`config.mk`:
```
export PLATFORM = sky130hd
export DESIGN_NAME = gcn_result_streamer
export DESIGN_NICKNAME = d
export VERILOG_FILES = /design/src/rtl/gcn_result_streamer.sv
export SDC_FILE = /design/constraint.sdc
export NUM_CORES = 1
export LEC_CHECK = 0
export BUFFER_PORTS_ARGS = -buffer_cell sky130_fd_sc_hd__buf_4
export CORE_MARGIN = 2
export CORE_UTILIZATION = 53
export CTS_CLUSTER_DIAMETER = 100
export DETAILED_ROUTE_END_ITERATION = 10
export PLACE_DENSITY = 0.78
export SYNTH_ARGS = -nofsm -noshare
export SYNTH_HDL_FRONTEND = slang
export SYNTH_SLANG_ARGS = --single-unit
```
`constraint.sdc`:
```
create_clock -name clk -period 2.2 [get_ports clk]
set_clock_uncertainty 0.1 [all_clocks]
set_input_delay 0.22 -clock clk [delete_from_list [all_inputs] [get_ports clk]]
set_output_delay 0.22 -clock clk [all_outputs]
set_load 0.05 [all_outputs]
```
`src/rtl/gcn_result_streamer.sv`:
```
// gcn_result_streamer: snapshots the GCN argmax labels on done and
// streams them one node per beat, keeping a per-class histogram.
module gcn_result_streamer #(
    parameter int FEATURE_ROWS      = 6,
    parameter int WEIGHT_COLS       = 3,
    parameter int MAX_ADDRESS_WIDTH = 2,
    parameter int NODE_WIDTH        = $clog2(FEATURE_ROWS),
    parameter int CNT_WIDTH         = $clog2(FEATURE_ROWS + 1)
) (
    input  logic                         clk,
    input  logic                         reset,
    input  logic                         done_in,
    input  logic [MAX_ADDRESS_WIDTH-1:0] max_addi_answer [0:FEATURE_ROWS-1],
    output logic                         out_valid,
    input  logic                         out_ready,
    output logic [NODE_WIDTH-1:0]        out_node,
    output logic [MAX_ADDRESS_WIDTH-1:0] out_class,
    output logic                         out_last,
    output logic [CNT_WIDTH-1:0]         class_hist [0:WEIGHT_COLS-1],
    output logic [CNT_WIDTH-1:0]         invalid_cnt,
    output logic                         busy,
    output logic                         frame_done,
    output logic                         overrun
);

    typedef enum logic [1:0] {
        IDLE,
        SEND,
        FIN
    } state_t;

    localparam logic [NODE_WIDTH-1:0] LAST_NODE = NODE_WIDTH'(FEATURE_ROWS - 1);
    localparam logic [CNT_WIDTH-1:0]  CNT_ONE   = CNT_WIDTH'(1);

    state_t                       state;
    state_t                       state_nx;
    logic                         done_d;
    logic                         start_ev;
    logic [NODE_WIDTH-1:0]        node_cnt;
    logic [MAX_ADDRESS_WIDTH-1:0] snap [0:FEATURE_ROWS-1];

    assign start_ev = done_in & ~done_d;

    // State register
    always_ff @(posedge clk) begin
        if (!reset) begin
            state <= IDLE;
        end else begin
            state <= state_nx;
        end
    end

    // Next-state and beat outputs; beat fields are zero outside SEND
    always_comb begin
        state_nx   = state;
        out_valid  = 1'b0;
        out_node   = '0;
        out_class  = '0;
        out_last   = 1'b0;
        busy       = 1'b1;
        frame_done = 1'b0;
        unique case (state)
            IDLE: begin
                busy = 1'b0;
                if (start_ev) begin
                    state_nx = SEND;
                end
            end
            SEND: begin
                out_valid = 1'b1;
                out_node  = node_cnt;
                out_class = snap[node_cnt];
                out_last  = (node_cnt == LAST_NODE);
                if (out_ready && out_last) begin
                    state_nx = FIN;
                end
            end
            FIN: begin
                frame_done = 1'b1;
                state_nx   = IDLE;
            end
            default: begin
                state_nx = IDLE;
            end
        endcase
    end

    // Edge register, snapshot capture, node walk, histogram and overrun
    always_ff @(posedge clk) begin
        if (!reset) begin
            done_d      <= 1'b0;
            node_cnt    <= '0;
            invalid_cnt <= '0;
            overrun     <= 1'b0;
            for (int i = 0; i < FEATURE_ROWS; i++) begin
                snap[i] <= '0;
            end
            for (int c = 0; c < WEIGHT_COLS; c++) begin
                class_hist[c] <= '0;
            end
        end else begin
            done_d <= done_in;
            if (start_ev && state != IDLE) begin
                overrun <= 1'b1;
            end
            if (state == IDLE && start_ev) begin
                node_cnt    <= '0;
                invalid_cnt <= '0;
                for (int i = 0; i < FEATURE_ROWS; i++) begin
                    snap[i] <= max_addi_answer[i];
                end
                for (int c = 0; c < WEIGHT_COLS; c++) begin
                    class_hist[c] <= '0;
                end
            end else if (state == SEND && out_ready) begin
                if (int'(out_class) < WEIGHT_COLS) begin
                    for (int c = 0; c < WEIGHT_COLS; c++) begin
                        if (int'(out_class) == c) begin
                            class_hist[c] <= class_hist[c] + CNT_ONE;
                        end
                    end
                end else begin
                    invalid_cnt <= invalid_cnt + CNT_ONE;
                end
                if (!out_last) begin
                    node_cnt <= node_cnt + NODE_WIDTH'(1);
                end
            end
        end
    end

endmodule

```
### Word-level counts from Yosys, hierarchy flattened

Memory sizes are Yosys's and may differ from the RTL's. A register that Yosys moved wholly into a read port is not among the register bits.
Cells that the tools add are included.

* logic and storage cells: 68
* register bits after elaboration: 19
* memory bits (writable): 12
* output and inout bits: 22
* bits of input ports: 16
* memories kept: 1

* reduce and logical (&&, ||, !) cells: 14
* eq/ne operators: 7
* multiplexer cells: 21
* add/sub/neg operators: 5
* magnitude comparators: 1
* bitwise operators: 11

Memory list
* snap: words 6, width 2, read ports 1, clocked after Yosys merged registers in 1, write ports 6, RTL line 40 `logic [MAX_ADDRESS_WIDTH-1:0] snap [0:FEATURE_ROWS-1];`

Operators by type and width (number)
* $mux 2: 9
* $add 3x1->3 const B: 5
* $mux 3: 3
* $reduce_and 3->1: 3
* $mux 1: 8
* $eq 2x2->1 const B: 3
* $or 1x1->1: 6
* $reduce_and 2->1: 3
* $logic_and 1x1->1: 4
* $logic_not 2->1: 2
* $ne 2x2->1 const B: 2
* $not 1->1: 4
* $pmux 2 s2: 1
* $eq 3x3->1 const B: 1
* $eq 2x1->1 const B: 1
* $lt 2x2->1 const B: 1
* $reduce_bool 2->1: 1
* $reduce_or 2->1: 1
* $and 1x1->1: 1

### Longest topological paths before layout

* word-level depth: 7
* depth in mapped cells: 6
* gate-level depth less buffers: 6

### Least setup slack after synthesis

OpenSTA, ideal clock, no wires.

* path kind: register to output
* start point: reg (tool-made name)
* end point: out out_class[0]
* data required time: 1880 ps
* arrival: 1635 ps
* buffers on the path: 1
* cell stages (with the launch flop): 5
* setup slack: 245 ps
* cell sequence: dfxtp_1 > buf_4 > mux4_2 > nand2_1 > a21oi_1

RTL lines
* end, declared: RTL line 17 `output logic [MAX_ADDRESS_WIDTH-1:0] out_class,`

==> flow_summary.ini <==
[global_routing]
antenna_found_initial = 0
grt_overflow = 0
grt_pass1_wl_um = 5416
grt_usage_pct = 19.63
first_global_vias = 1297
grt_max_degree = 29

[cts]
htreeDepth = 2
cts_root_buf = clkbuf_4
post_cts.repair.setup_buffers = 0
clk_pin_slew_ns = 0.10
cts_buffers = 5
cts_tree = built
clk_latency_ns = 0.34
cts_sinks = 34
clk_path_buf_depth = 2

[drt]
vias = 1337
ant_nets = 0
first_pass_iters = 4
wl_um = 3254
wl_per_cell_um = 13.34
drc_errors = 0
first_iter_violations = 64
via_per_inst = 5.480

[worst_setup_path]
critical_path.cell_chain = mux4_2 > nand2_1 > a21oi_1 > buf_4
crit_type = flip-flop to primary output
rrSetupSlack_ns = 0.40
cp.required_ns = 1.88
end_kind = primary output
critPathArrivalTime_ns = 1.72
worstPathMaxFanout = 10
r2r-end = class_hist[7]
max_stage_delay_ns = 0.56
slowest_stage = mux4_2
rr_worst_depth = 5
cp-start-kind = flip-flop

[hold_path]
whs_endpoint = snap[1][1]
holdPathStages = 2
hold_class = input port to flip-flop
min-delay-start = max_addi_answer[9]

[cells_and_area]
layout-drive-gt1-share_pct = 29.50
layout_common_cells = buf_4, dfxtp_1, nor2_1, and3_1, edfxtp_1
fin_cells = 244
syn_to_final_growth_pct = 20.13
diodes = 0
layout_commonest_cell = buf_4
nets = 221

[place]
gp_congestion = 0.7759
numPortBuffers = 37
hpwl_um = 2573
post-place-cells = 235

[die]
die_x_um = 61.41
initial_utilization_pct = 56.29
die_h_um = 61.41
ios = 38
dieArea_um2 = 3771
core_area_um2 = 3103
row_count = 20

[power_and_ir_drop]
power_w = 0.001202
leakage_nw = 0.9008
vdd_drop_max_uv = 473.7
power_density_nw_per_um2 = 573.1

[synthesis]
syn_nets = 182
yosysWarnings = 0
synth_top_cell_by_area = dfxtp_1
syn-instance-count = 160
async_flop_share_pct = 0
synth_edf_count = 12
yosys-top-cells-area = dfxtp_1, edfxtp_1, and3_1
synth.top_cell.area_share_pct = 25.21
syn-mean-instance-area_um2 = 10.92
ys_types = 50
ys.flop_type = dfxtp_1
syn_area_um2 = 1747
synth-seq-cells = 34
seq_area_frac_synth_pct = 45.85

[sta]
max_freq_ghz = 0.4893
finalHoldViolations = 0
slew_violations = 0
final.min_clock_period_ns = 2.044
slew-limit-headroom_pct = 61.34
grt_setup_unrepaired = false
timing.final.crit_share_pct = 92.90
hold_ws_ns = 0.08538
tightest_slew_ns = 0.5778
setup_violations = 0
setup_tns_ns = 0

[run]
max_cap_violations = 0

[run_status]
outcome = finished clean
[worst max-delay path by stage]
stage                    from            end  slack (ns)  depth (start not counted)
finish              flip-flop   out_class[0]        0.16                          4
detailed placement  flip-flop  class_hist[7]        0.27                          5
CTS                 flip-flop   out_class[0]        0.02                          4
global placement    flip-flop  class_hist[7]        0.36                          5
floorplan           flip-flop   out_class[0]        0.24                          4
global route        flip-flop   out_class[0]        0.08                          4
[cell usage after synthesis, types with 2 or more instances]
cell type  instances
o311ai_0           2
nor3b_1            2
nor3_1             2
dfxtp_1           22
inv_1              7
buf_4              2
o21a_1             2
and2_1             3
nand2_1            4
ha_1               6
xnor2_1            4
nor2b_1            2
buf_6              2
xor2_1             3
edfxtp_1          12
mux2i_1            5
a21oi_1            5
mux2_4             2
nand4_1            3
mux4_2             2
and3_1            14
nor2_1            17
and3b_1            2
clkbuf_1           2
nand3b_1           6
a211oi_1           2
o21ai_1            2
[repair_timing]
| action | 4_1_cts | 5_1_grt |
|---|---|---|
| hold buffers | 1 | 0 |
| endpoints found under the setup margin | 0 | 2 |
| resized for setup | 0 | 2 |
| endpoints found under the hold margin | 1 | 0 |
[registers in the layout (all words and copies together) (netlist names), named ones only]
register	cells
done_d	1
snap	12
invalid_cnt	3
overrun	1
state	2
node_cnt	3
class_hist	9
[where the power goes]
group / leakage, nW / total (W) / internal [W] / switching, W
clock network: 0.0277 / 0.000314 / 0.000114 / 0.000200
registers: 0.308 / 0.000706 / 0.000680 / 0.0000266
logic: 0.565 / 0.000183 / 0.0000803 / 0.000102
total: 0.901 / 0.00120 / 0.000874 / 0.000329
[critical path, delay by kind of cell, from the launching register on]
| kind | cells | cell delay (ns) |
|---|---|---|
| AO/OA/AOI/OAI | 1 | 0.07 |
| buffers and inverters | 1 | 0.20 |
| flip-flops | 1 | 0.45 |
| multiplexers | 1 | 0.56 |
| AND/OR/NAND/NOR | 1 | 0.11 |
[metal layers]
layer	track usage (%)	share of wire (%)	wire, um	vias up
li1	-	-	-	659
met1	22.85	43	1383	627
met2	32.98	50	1616	43
met3	6.723	5.5	180	8
met4	8.511	2.2	73	0
met5	0	0	0	-
[layout make-up]
cell class                 count  area, um2
fill                         259       1005
multi-input combinational    112      869.6
sequential                    34      803.3
inverter                       7      26.28
tap                           44      55.05
clock inverter                 3      11.26
timing repair buffer          39      295.3
clock buffer                   5      37.54
[logic make-up after synthesis]
logic type	after synthesis	synth area share [%]
and+or+nand+nor	65	22.21
DFF	34	45.85
AOI/OAI and AO/OA	22	9.886
buffers and inverters	14	4.369
muxes	12	9.885
xor gates and xnor gates	7	3.510
adders and majority gates	6	4.298
[metrics by stage]
step | instance area [um2] | setup WS (ns) | utilization (%)
after global placement | 2037 | 0.3648 | 65.65
after floorplan | 1747 | 0.2447 | -
after detailed placement | 2037 | 0.2667 | 65.65
after global routing | 2098 | 0.08068 | 67.62
after CTS | 2096 | 0.02209 | 67.54
final | 2098 | 0.1563 | 67.62
Power figures use the tool's default switching activity.
